**config.mk**
```make
export PLATFORM = sky130hd
export DESIGN_NAME = crc_wr_sequencer_flat
export DESIGN_NICKNAME = d
export VERILOG_FILES = /design/src/rtl/crc_wr_sequencer_if.sv /design/src/rtl/crc_wr_sequencer.sv /design/src/flat_wrapper.sv
export SDC_FILE = /design/constraint.sdc
export NUM_CORES = 1
export LEC_CHECK = 0
export ABC_AREA = 1
export BUFFER_PORTS_ARGS = -buffer_cell sky130_fd_sc_hd__buf_4
export CAP_MARGIN = 40
export CELL_PAD_IN_SITES_DETAIL_PLACEMENT = 2
export CELL_PAD_IN_SITES_GLOBAL_PLACEMENT = 2
export CORE_MARGIN = 3
export CORE_UTILIZATION = 22
export DETAILED_ROUTE_END_ITERATION = 16
export PLACE_DENSITY = 0.86
export SLEW_MARGIN = 10
export SYNTH_ARGS = -nofsm -noshare
export SYNTH_HDL_FRONTEND = slang
export SYNTH_SLANG_ARGS = --single-unit
export TNS_END_PERCENT = 1
```
**constraint.sdc**
```tcl
create_clock -name i_clk -period 1.16 [get_ports i_clk]
set_input_delay 0.058 -clock i_clk [delete_from_list [all_inputs] [get_ports i_clk]]
set_output_delay 0.058 -clock i_clk [all_outputs]
set_load 0.01 [all_outputs]
```
**src/rtl/crc_wr_sequencer_if.sv**
```systemverilog
// Handshake and datapath bundle between the write data block, the CRC generator and the
// DQ serializer. The optional i_err_inj member exists only when CRC_SEQ_ERR_INJ_EN is defined.
interface crc_wr_sequencer_if #(
  parameter int N = 16
);
  localparam int W = 2 * N;

  // Beats move on i_wr_valid & o_wr_ready at a rising edge; a source that has raised
  // i_wr_valid holds it and i_wr_data stable until that edge.
  logic           i_wr_valid;
  logic [W-1:0]   i_wr_data;
  logic           o_wr_ready;
  logic           i_crc_mode;
  logic           o_crc_en;
  logic [W-1:0]   o_crc_data;
  logic [W-1:0]   i_crc_code;
  logic           o_dq_valid;
  logic [W-1:0]   o_dq_data;
  logic           o_dq_crc;
  logic           o_busy;
  logic [1:0]     dbg_state;
`ifdef CRC_SEQ_ERR_INJ_EN
  logic           i_err_inj;
`endif

  modport master (
`ifdef CRC_SEQ_ERR_INJ_EN
    input  i_err_inj,
`endif
    input  i_wr_valid, i_wr_data, i_crc_mode, i_crc_code,
    output o_wr_ready, o_crc_en, o_crc_data, o_dq_valid, o_dq_data, o_dq_crc, o_busy,
    output dbg_state
  );

  modport slave (
`ifdef CRC_SEQ_ERR_INJ_EN
    output i_err_inj,
`endif
    output i_wr_valid, i_wr_data, i_crc_mode, i_crc_code,
    input  o_wr_ready, o_crc_en, o_crc_data, o_dq_valid, o_dq_data, o_dq_crc, o_busy,
    input  dbg_state
  );
endinterface

```
**src/rtl/crc_wr_sequencer.sv**
```systemverilog
// Sequences one DDR5 write burst through the write-CRC generator and appends the CRC beat.
// Optional feature: define CRC_SEQ_ERR_INJ_EN to allow inverting bit 0 of the CRC beat.
module crc_wr_sequencer #(
  parameter int N     = 16,
  parameter int BEATS = 8
) (
  input  logic                 i_clk,
  input  logic                 i_reset,
  crc_wr_sequencer_if.master   bus
);
  localparam int W = 2 * N;

  typedef enum logic [1:0] {
    IDLE  = 2'd0,
    DATA  = 2'd1,
    FLUSH = 2'd2
  } state_t;

  state_t       state, state_nxt;
  logic [2:0]   beat_cnt, beat_cnt_nxt;
  logic         crc_on, crc_on_nxt;
  logic         accept;
  logic         crc_mode_eff;
  logic         last_beat;
  logic [W-1:0] crc_capture;
  logic         dq_valid_q, dq_crc_q;
  logic [W-1:0] dq_data_q;

  assign bus.o_wr_ready = (state != FLUSH);
  assign accept         = bus.i_wr_valid & bus.o_wr_ready;
  assign last_beat      = (beat_cnt == 3'(BEATS - 1));

  // The mode is only live on beat 0; later beats use the value latched at that point.
  assign crc_mode_eff   = (state == IDLE) ? bus.i_crc_mode : crc_on;
  assign bus.o_crc_en   = (accept & crc_mode_eff) | (state == FLUSH);
  assign bus.o_crc_data = bus.i_wr_data;
  assign bus.o_busy     = (beat_cnt != 3'd0) | (state == FLUSH);
  assign bus.dbg_state  = state;

`ifdef CRC_SEQ_ERR_INJ_EN
  assign crc_capture = bus.i_crc_code ^ {{(W-1){1'b0}}, bus.i_err_inj};
`else
  assign crc_capture = bus.i_crc_code;
`endif

  always_comb begin
    state_nxt    = state;
    beat_cnt_nxt = beat_cnt;
    crc_on_nxt   = crc_on;
    case (state)
      IDLE: begin
        if (accept) begin
          crc_on_nxt   = bus.i_crc_mode;
          beat_cnt_nxt = 3'd1;
          state_nxt    = DATA;
        end
      end
      DATA: begin
        if (accept) begin
          if (last_beat) begin
            beat_cnt_nxt = 3'd0;
            state_nxt    = crc_on ? FLUSH : IDLE;
          end else begin
            beat_cnt_nxt = beat_cnt + 3'd1;
          end
        end
      end
      FLUSH:   state_nxt = IDLE;
      default: state_nxt = IDLE;
    endcase
  end

  always_ff @(posedge i_clk or negedge i_reset) begin
    if (!i_reset) begin
      state    <= IDLE;
      beat_cnt <= 3'd0;
      crc_on   <= 1'b0;
    end else begin
      state    <= state_nxt;
      beat_cnt <= beat_cnt_nxt;
      crc_on   <= crc_on_nxt;
    end
  end

  // The generator presents its code only during FLUSH, so that is the one cycle to capture it.
  always_ff @(posedge i_clk or negedge i_reset) begin
    if (!i_reset) begin
      dq_valid_q <= 1'b0;
      dq_data_q  <= '0;
      dq_crc_q   <= 1'b0;
    end else if (accept) begin
      dq_valid_q <= 1'b1;
      dq_data_q  <= bus.i_wr_data;
      dq_crc_q   <= 1'b0;
    end else if (state == FLUSH) begin
      dq_valid_q <= 1'b1;
      dq_data_q  <= crc_capture;
      dq_crc_q   <= 1'b1;
    end else begin
      dq_valid_q <= 1'b0;
      dq_crc_q   <= 1'b0;
    end
  end

  assign bus.o_dq_valid = dq_valid_q;
  assign bus.o_dq_data  = dq_data_q;
  assign bus.o_dq_crc   = dq_crc_q;
endmodule

```
**src/flat_wrapper.sv**
```systemverilog
// flat-port wrapper written by rule: the top's interface ports become plain ports
module crc_wr_sequencer_flat 
#(
  parameter int N     = 16,
  parameter int BEATS = 8
)
  (i_clk, i_reset, bus_i_wr_valid, bus_i_wr_data, bus_i_crc_mode, bus_i_crc_code, bus_o_wr_ready, bus_o_crc_en, bus_o_crc_data, bus_o_dq_valid, bus_o_dq_data, bus_o_dq_crc, bus_o_busy, bus_dbg_state);
  crc_wr_sequencer_if #(.N(N)) bus_i ();
  input  logic i_clk;
  input  logic i_reset;
  input wire logic [$bits(bus_i.i_wr_valid)-1:0] bus_i_wr_valid;
  input wire logic [$bits(bus_i.i_wr_data)-1:0] bus_i_wr_data;
  input wire logic [$bits(bus_i.i_crc_mode)-1:0] bus_i_crc_mode;
  input wire logic [$bits(bus_i.i_crc_code)-1:0] bus_i_crc_code;
  output wire logic [$bits(bus_i.o_wr_ready)-1:0] bus_o_wr_ready;
  output wire logic [$bits(bus_i.o_crc_en)-1:0] bus_o_crc_en;
  output wire logic [$bits(bus_i.o_crc_data)-1:0] bus_o_crc_data;
  output wire logic [$bits(bus_i.o_dq_valid)-1:0] bus_o_dq_valid;
  output wire logic [$bits(bus_i.o_dq_data)-1:0] bus_o_dq_data;
  output wire logic [$bits(bus_i.o_dq_crc)-1:0] bus_o_dq_crc;
  output wire logic [$bits(bus_i.o_busy)-1:0] bus_o_busy;
  output wire logic [$bits(bus_i.dbg_state)-1:0] bus_dbg_state;
  assign bus_i.i_wr_valid = bus_i_wr_valid;
  assign bus_i.i_wr_data = bus_i_wr_data;
  assign bus_i.i_crc_mode = bus_i_crc_mode;
  assign bus_i.i_crc_code = bus_i_crc_code;
  assign bus_o_wr_ready = bus_i.o_wr_ready;
  assign bus_o_crc_en = bus_i.o_crc_en;
  assign bus_o_crc_data = bus_i.o_crc_data;
  assign bus_o_dq_valid = bus_i.o_dq_valid;
  assign bus_o_dq_data = bus_i.o_dq_data;
  assign bus_o_dq_crc = bus_i.o_dq_crc;
  assign bus_o_busy = bus_i.o_busy;
  assign bus_dbg_state = bus_i.dbg_state;
  crc_wr_sequencer #(.N(N), .BEATS(BEATS)) u_core (.i_clk(i_clk), .i_reset(i_reset), .bus(bus_i));
endmodule
```
==> results of run 1 <==
==> final cells by class <==
cell class	instances	area share, %
clock buffer	8	2.52
inverter	9	1.02
multi-input combinational	166	23.4
sequential	40	28.1
tap	129	4.52
timing repair buffer	178	40.5
==> per-layer routing <==
| layer | vias to the layer above | part of all wire (%) |
|---|---|---|
| met5 | - | 0 |
| li1 | 1083 | - |
| met4 | 0 | 1.1 |
| met3 | 10 | 4.0 |
| met2 | 71 | 57 |
| met1 | 1166 | 38 |
==> sequential cells by signal (all words and copies together), names as in the netlist <==
register / cells
u_core.beat_cnt: 3
u_core.bus.dbg_state: 2
u_core.bus.o_dq_crc: 1
u_core.bus.o_dq_data: 32
u_core.bus.o_dq_valid: 1
u_core.crc_on: 1
==> where the power goes <==
| part | internal (mW) | switching (mW) | total (mW) | leakage, nW |
|---|---|---|---|---|
| Clock | 0.486 | 0.487 | 0.973 | 0.0455 |
| Sequential | 1.64 | 0.187 | 1.83 | 0.485 |
| Combinational | 1.03 | 0.952 | 1.98 | 1.29 |
| Total | 3.16 | 1.63 | 4.79 | 1.83 |
==> timing repair <==
action	in CTS	in global routing
gates resized for setup	22	8
hold buffers	25	1
hold endpoints to repair	61	1
buffers inserted	2	2
endpoints found under the setup margin	39	40
pin swaps	2	3
==> placed cells by master (no fill, tap or decap), drive strengths merged, types with 2 or more instances in the layout <==
master | netlist | routed
nand3 | 66 | 66
buf | 43 | 152
nor2 | 5 | 5
o21ai | 2 | 2
inv | 8 | 8
ha | 3 | 3
nand3b | 3 | 3
clkbuf | 0 | 8
nand2 | 85 | 85
dlygate4sd3 | 0 | 26
dfrtp | 40 | 40
==> worst max-delay path, delay by kind of cell, from the launching register on <==
family | cells | cell delay, ns
DFF | 1 | 0.44
AOI/OAI and AO/OA | 1 | 0.05
buffers and inverters | 3 | 0.39
and+or+nand+nor | 1 | 0.13
==> cell families (layout without fill, tap and decap cells) <==
| family | count (synthesis) | count (layout) |
|---|---|---|
| AO/OA/AOI/OAI | 4 | 4 |
| AND/OR/NAND/NOR | 159 | 159 |
| flip-flops | 40 | 40 |
| adder cells (fa/ha/maj) | 3 | 3 |
| buffers and inverters | 52 | 195 |
==> worst min-delay path by stage <==
stage | from | to | slack [ns]
floorplan | i_reset | u_core.beat_cnt[0]$_DFFE_PN0P_ | -0.24
global placement | i_reset | u_core.bus.o_dq_data[5]$_DFFE_PN0P_ | 0.08
detailed placement | i_reset | u_core.bus.o_dq_data[5]$_DFFE_PN0P_ | 0.09
CTS | bus_i_wr_data[17] | u_core.bus.o_dq_data[17]$_DFFE_PN0P_ | 0.002
global route | bus_i_crc_code[1] | u_core.bus.o_dq_data[1]$_DFFE_PN0P_ | 0.0002
finish | bus_i_wr_data[17] | u_core.bus.o_dq_data[17]$_DFFE_PN0P_ | 0.004
==> out/qor.txt, run 1 <==
YOSYS
-----------------------------------------------------------------------------------------------------
Simple-gate area share of the yosys netlist                                                     33.3%
Fraction of synthesized cell area taken by the top area cell type                               46.6%
List of most frequent post-synthesis cells                                               sky130_fd_sc_hd__nand2_1 (83), sky130_fd_sc_hd__nand3_1 (66), sky130_fd_sc_hd__dfrtp_1 (40)
Synthesis warning total                                                                             0
EDFF count, synth                                                                                   0
Multiplexer share of the synthesized area                                                          0%
Share of the synthesized area in compound gates (AO/OA/AOI/OAI)                                 1.05%
Area contributors post-synth                                                             sky130_fd_sc_hd__dfrtp_1 (47%), sky130_fd_sc_hd__nand3_1 (15%), sky130_fd_sc_hd__nand2_1 (14%)
Cell with the most instances after synthesis                                             sky130_fd_sc_hd__nand2_1
Mapped Avg Cell Area                                                                        8.33 um^2
Sequential-to-total area share from yosys stat                                                  46.6%
Dominant combinational cell family by area after synthesis                               simple AND/OR/NAND/NOR gates
Count of unique library cells instantiated by Yosys                                                18
Commonest register cell after synthesis                                                  sky130_fd_sc_hd__dfrtp_1
Post-synthesis cell type with the largest combined area                                  sky130_fd_sc_hd__dfrtp_1
Syn nets                                                                                          329
Seq cells post-synth                                                                               40
Post-Syn Area                                                                               2150 um^2
XOR/XNOR Fraction of Synth Area                                                                    0%
Cell count after synthesis                                                                        258
Post-synthesis share of cell area spent on full adders, half adders and majority gates          1.75%
Post-synthesis async set-or-reset flop share                                                     100%

CLOCK NETWORK
-----------------------------------------------------------------------------------------------------
CTS Sinks                                                                                          40
Number of buffers created by CTS                                                                    5
Level count of the clock H-tree                                                                     2
Max Buffers Root-to-Sink                                                                            2
Latest clock arrival within the worst-skew pair                                               0.28 ns
Clock transition at the registers of the reported paths                                       0.08 ns
CTS root buffer                                                                          sky130_fd_sc_hd__clkbuf_8
CTS tree                                                                                         done

SETUP PATH
-----------------------------------------------------------------------------------------------------
Max stage delay on crit path                                                                  0.44 ns
Cell with the largest stage delay on the worst path                                      sky130_fd_sc_hd__dfrtp_2
Most prevalent standard cell on the critical path                                        sky130_fd_sc_hd__buf_4
Reg-to-reg slack, setup                                                                      -0.08 ns
Worst setup path class                                                                   register to output pin
CP Capture Point                                                                         bus_o_crc_en
Largest driver fanout on the critical path                                                          3
Critical path startpoint                                                                 u_core.bus.dbg_state[0]$_DFFE_PN0P_
Required time worst endpoint                                                                  1.10 ns
Cells on worst reg2reg path                                                                         6
Worst reg2reg startpoint                                                                 u_core.bus.dbg_state[0]$_DFFE_PN0P_
CP Capture Type                                                                            output pin
Destination of the worst register-to-register timing path                                u_core.bus.o_dq_data[19]$_DFFE_PN0P_
Crit path DAT                                                                                 1.28 ns
Cells along the critical path                                                            buf_6 > nor2_4 > buf_4 > o21ai_2 > buf_4
Crit path launch type                                                                        register

PLACE
-----------------------------------------------------------------------------------------------------
Area after DPL                                                                              3100 um^2
Half-perimeter wire length of the detailed placement result                                   6500 um
Count of buffers inserted at the top-level ports                                                  138
Number of cells in the design after placement                                                     492
GPL Wtd Cong                                                                                    0.758
Setup WS pre-CTS                                                                            -0.109 ns

DRT
-----------------------------------------------------------------------------------------------------
DR vias                                                                                          2330
Detailed Route WL                                                                             9070 um
Number of detailed-route iterations in the first pass                                               4
Post-route ant nets                                                                                 0
DRC violation count after routing                                                                   0
Vias per cell                                                                                    4.40
Wirelength per Cell                                                                           17.1 um
Iteration-0 DRC count of the detailed router                                                       58

DIE
-----------------------------------------------------------------------------------------------------
Height of the chip                                                                             105 um
Die W                                                                                          105 um
Die area                                                                                   11000 um^2
Area of the core                                                                            9370 um^2
Boundary Pins                                                                                     139
Initial core utilization                                                                        22.9%
FP Rows                                                                                            35

TIMING
-----------------------------------------------------------------------------------------------------
Worst Tran Pin Value                                                                         0.546 ns
Worst Slack Setup Final                                                                     -0.182 ns
Timing-limited maximum frequency                                                              745 MHz
Setup Skew                                                                                 0.00631 ns
Worst slew slack as a fraction of its limit                                                     63.6%
Final period utilization                                                                         116%
Unrepaired setup endpoints after global routing                                                   yes
Final Hold Fails                                                                                    0
Max-slew violation count                                                                            0
Worst hold margin                                                                          0.00429 ns
Final sum of negative setup slack                                                            -1.96 ns
Setup violations, final                                                                            35
Fin crit period                                                                               1.34 ns

MIN PATH
-----------------------------------------------------------------------------------------------------
Hold Path Stages                                                                                    3
Min-delay worst type                                                                     input pin to register

GRT
-----------------------------------------------------------------------------------------------------
Fraction of met3 tracks used by global routing                                                  3.34%
First-pass GRT wire length                                                                   14400 um
Fraction of met1 tracks used by global routing                                                  17.5%
Antenna violations before repair                                                                    0
Most utilized layer in the global route result                                                   met2
Remaining Overflow, GRT                                                                             0
Largest net degree at the start of global routing                                                  41
Vias in the first global route                                                                   2706
Global router's overall resource usage                                                          16.4%
Grt met2 use                                                                                    32.7%

CELLS AND AREA
-----------------------------------------------------------------------------------------------------
Flip-flop and latch area                                                                    1000 um^2
Ratio of cells with drive above 1 in the final layout                                           45.4%
Fill cells                                                                                       1095
Signed area change from the synthesized netlist to the final layout                             66.2%
Nets@finish                                                                                       471
Multi-input logic area                                                                       835 um^2
Non-filler cells, final                                                                           530
Cell area after layout                                                                      3570 um^2
Final Core Density                                                                              38.1%
Inserted Diodes                                                                                     0

POWER AND IR DROP
-----------------------------------------------------------------------------------------------------
Static Leak                                                                                   1.83 nW
Peak VDD IR                                                                                0.000715 V
Overall power of the completed layout                                                         4.79 mW
Power density of the placed cells                                                        1340 nW/um^2

RUN STATUS
-----------------------------------------------------------------------------------------------------
Run status                                                                               finished with violations
Violated checks                                                                          setup timing

RUN
-----------------------------------------------------------------------------------------------------
Max-cap violation count                                                                             0

Power figures use the tool's default switching activity.
==> inputs of run 2 (changes only) <==
CORE_ASPECT_RATIO = 0.6   (was default)
SKIP_CTS_REPAIR_TIMING = 1   (was default)
==> run 2 against run 1 <==
The run ends with hold timing, setup timing left. Critical path depth did not move. Largest cell class unchanged. Cell count fell by 3.2%. Sequential cell count did not move. Clock skew fell by 0.0035 ns. Sequential share of layout area rose by 1.5 points. Combinational power fell by 8%. Global-route usage fell by 1.2 points. Core utilization fell by 1.8 points. Non-clock buffer count fell by 17. Via count fell by 3.7%. Worst hold slack got worse by 0.0055 ns.
==> out/qor.txt, run 2 (synthesized netlist as in run 1, its figures left out) <==
MIN PATH
----------------------------------------------------------------------------------
Hold endpoint                                                         u_core.bus.o_dq_data[18]$_DFFE_PN0P_
Hold Path Stages                                                                 3   unchanged
Min-delay worst type                                                  input pin to register
Startpoint of the most critical hold path                             bus_i_crc_code[18]

TIMING
----------------------------------------------------------------------------------
Fin crit period                                                            1.34 ns   +0.00232 ns
Final Hold Fails                                                                 2   +2
Worst Slack Setup Final                                                  -0.184 ns   -0.00232 ns
Unrepaired setup endpoints after global routing                                yes
Setup violations, final                                                         34   -2.9%
Setup Skew                                                              0.00278 ns   -0.00353 ns
Timing-limited maximum frequency                                           744 MHz   -0.17%
Worst hold margin                                                      -0.00125 ns   -0.00554 ns
Max-slew violation count                                                         0   unchanged
Worst Tran Pin Value                                                      0.557 ns   +0.0116 ns
Worst slew slack as a fraction of its limit                                  62.8%   -0.77 points
Final sum of negative setup slack                                         -1.44 ns   +0.512 ns
Final period utilization                                                      116%   +0.20 points

DIE
----------------------------------------------------------------------------------
Die W                                                                       134 um   +27%
Height of the chip                                                         82.6 um   -21%
Area of the core                                                         9320 um^2   -0.51%
FP Rows                                                                         27   -23%
Initial core utilization                                                     23.1%   +0.12 points
Die area                                                                11000 um^2   +0.35%
Boundary Pins                                                                  139   unchanged

CELLS AND AREA
----------------------------------------------------------------------------------
Ratio of cells with drive above 1 in the final layout                        45.7%   +0.31 points
Nets@finish                                                                    454   -3.6%
Fill cells                                                                    1064   -2.8%
Flip-flop and latch area                                                 1000 um^2   unchanged
Leading cell type in the layout, fill and taps excluded               sky130_fd_sc_hd__buf_4
Signed area change from the synthesized netlist to the final layout          57.7%
Most frequent cells in the layout                                     sky130_fd_sc_hd__buf_4 (147), sky130_fd_sc_hd__nand2_1 (83), sky130_fd_sc_hd__nand3_1 (65)
Multi-input logic area                                                    795 um^2   -4.8%
Inserted Diodes                                                                  0   unchanged
Number of flip-flops under the largest register name                            32   unchanged

SETUP PATH
----------------------------------------------------------------------------------
Crit path DAT                                                              1.29 ns   about the same
Crit path launch type                                                     register
Cells on worst reg2reg path                                                      6   unchanged
Worst reg2reg startpoint                                              u_core.bus.dbg_state[1]$_DFFE_PN0P_
Reg-to-reg slack, setup                                                   -0.07 ns   about the same
CP Capture Type                                                         output pin
Destination of the worst register-to-register timing path             u_core.bus.o_dq_data[15]$_DFFE_PN0P_
Worst setup path class                                                register to output pin
Largest driver fanout on the critical path                                       3   unchanged
Required time worst endpoint                                               1.10 ns   about the same

DRT
----------------------------------------------------------------------------------
Number of detailed-route iterations in the first pass                            3   -1
DR vias                                                                       2243   -3.7%
Vias per cell                                                                 4.37   -0.54%
Post-route ant nets                                                              0   unchanged
Iteration-0 DRC count of the detailed router                                    62   +6.9%
DRC violation count after routing                                                0   unchanged
Wirelength per Cell                                                        16.9 um   -1.4%
Detailed Route WL                                                          8650 um   -4.6%

CLOCK NETWORK
----------------------------------------------------------------------------------
Number of buffers created by CTS                                                 5   unchanged
CTS root buffer                                                       sky130_fd_sc_hd__clkbuf_16
Max Buffers Root-to-Sink                                                         2   unchanged
CTS Sinks                                                                       40   unchanged
Level count of the clock H-tree                                                  2   unchanged
CTS tree                                                                      done
Latest clock arrival within the worst-skew pair                            0.28 ns   about the same
Clock transition at the registers of the reported paths                    0.06 ns   -0.02 ns

GRT
----------------------------------------------------------------------------------
Antenna violations before repair                                                 0   unchanged
Remaining Overflow, GRT                                                          0   unchanged
Largest net degree at the start of global routing                               41   unchanged
Global router's overall resource usage                                       15.2%   -1.2 points
Vias in the first global route                                                2439   -9.9%
First-pass GRT wire length                                                13100 um   -9.2%

POWER AND IR DROP
----------------------------------------------------------------------------------
Internal Dissipation                                                       3.37 mW   +6.6%
Static Leak                                                                1.75 nW   -4.0%
Power share of the sequential group                                          36.8%   -1.5 points
Clk pwr share                                                                26.5%   +6.2 points
Peak VDD IR                                                             0.000533 V   -25%
Fraction of power consumed by combinational cells                            36.7%   -4.7 points
Switching power as a share of total power                                    32.3%   -1.6 points
Overall power of the completed layout                                      4.98 mW   +4.0%
Power density of the placed cells                                     1470 nW/um^2   +9.7%
Power spent charging and discharging nets                                  1.61 mW   -0.97%

RUN STATUS
----------------------------------------------------------------------------------
Violated checks                                                       hold timing, setup timing
Run status                                                            finished with violations

RUN
----------------------------------------------------------------------------------
Max-cap violation count                                                          0   unchanged

PLACE
----------------------------------------------------------------------------------
GPL Wtd Cong                                                                 0.743   -2.0%
Count of buffers inserted at the top-level ports                               138   unchanged
Half-perimeter wire length of the detailed placement result                6520 um   +0.36%

-- run 2: cell count changes in the layout (fill, tap and decap cells not counted), moves of 4 or more --
cell                            change
sky130_fd_sc_hd__nand2_2            -4
sky130_fd_sc_hd__dlygate4sd3_1     -19
sky130_fd_sc_hd__clkbuf_16          +5
sky130_fd_sc_hd__buf_4              +5
sky130_fd_sc_hd__nand2_1            +5
sky130_fd_sc_hd__clkbuf_8           -6
-- run 2: metal layers --
layer | part of all wire, % | up-vias | routed length [um] | GRT usage, %
li1 | - | 1052 | - | -
met1 | 44 | 1105 | 3820 | 18.3
met2 | 48 | 81 | 4160 | 26.8
met3 | 7.3 | 5 | 633 | 5.57
met4 | 0.38 | 0 | 33 | 2.77
met5 | 0 | - | 0 | 0
-- run 2: worst max-delay path by stage --
stage	startpoint	to	slack, ns	cells past startpoint
CTS	u_core.bus.dbg_state[0]$_DFFE_PN0P_	bus_o_crc_en	-0.36	5
global placement	u_core.bus.dbg_state[1]$_DFFE_PN0P_	u_core.bus.o_dq_data[26]$_DFFE_PN0P_	-0.06	5
floorplan	u_core.bus.dbg_state[0]$_DFFE_PN0P_	u_core.bus.o_dq_data[0]$_DFFE_PN0P_	0.02	5
finish	u_core.bus.dbg_state[0]$_DFFE_PN0P_	bus_o_crc_en	-0.18	5
detailed placement	u_core.bus.dbg_state[1]$_DFFE_PN0P_	u_core.bus.o_dq_data[3]$_DFFE_PN0P_	-0.09	5
global route	u_core.bus.dbg_state[0]$_DFFE_PN0P_	bus_o_crc_en	-0.25	5
-- run 2: per-stage QoR --
stage	area [um^2]	utilization, %	cells	setup WS, ns
final	3390	36.4	513	-0.184
after global routing	3390	36.4	513	-0.248
after CTS	3250	34.9	503	-0.363
after detailed placement	3120	33.5	496	-0.0939
after global placement	3120	33.5	496	-0.0593
after floorplan	2150	-	258	0.0191
-- run 2: cell type report --
| cell class | count | share of cell area, % |
|---|---|---|
| Multi-Input combinational cell | 166 | 23.4 |
| Tap cell | 130 | 4.80 |
| Inverter | 9 | 0.997 |
| Clock inverter | 1 | 0.148 |
| Clock buffer | 6 | 3.80 |
| Sequential cell | 40 | 29.6 |
| Timing Repair Buffer | 161 | 37.2 |
-- run 2: power groups by stage --
stage / sequential [mW] / clock [mW] / combinational [mW]
after floorplan: 1.91 / 0 / 0.684
after global placement: 1.84 / 0 / 1.63
after detailed placement: 1.85 / 0 / 1.69
after CTS: 1.83 / 1.37 / 1.70
after global routing: 1.87 / 1.45 / 2.02
final: 1.83 / 1.32 / 1.83
-- run 2: worst max-delay path, cell delays in order (launching register included) --
cell,delay [ns]
sky130_fd_sc_hd__dfrtp_2,0.43
sky130_fd_sc_hd__buf_6,0.14
sky130_fd_sc_hd__nor2_4,0.13
sky130_fd_sc_hd__nand3_2,0.10
sky130_fd_sc_hd__o21ai_2,0.08
sky130_fd_sc_hd__buf_4,0.13
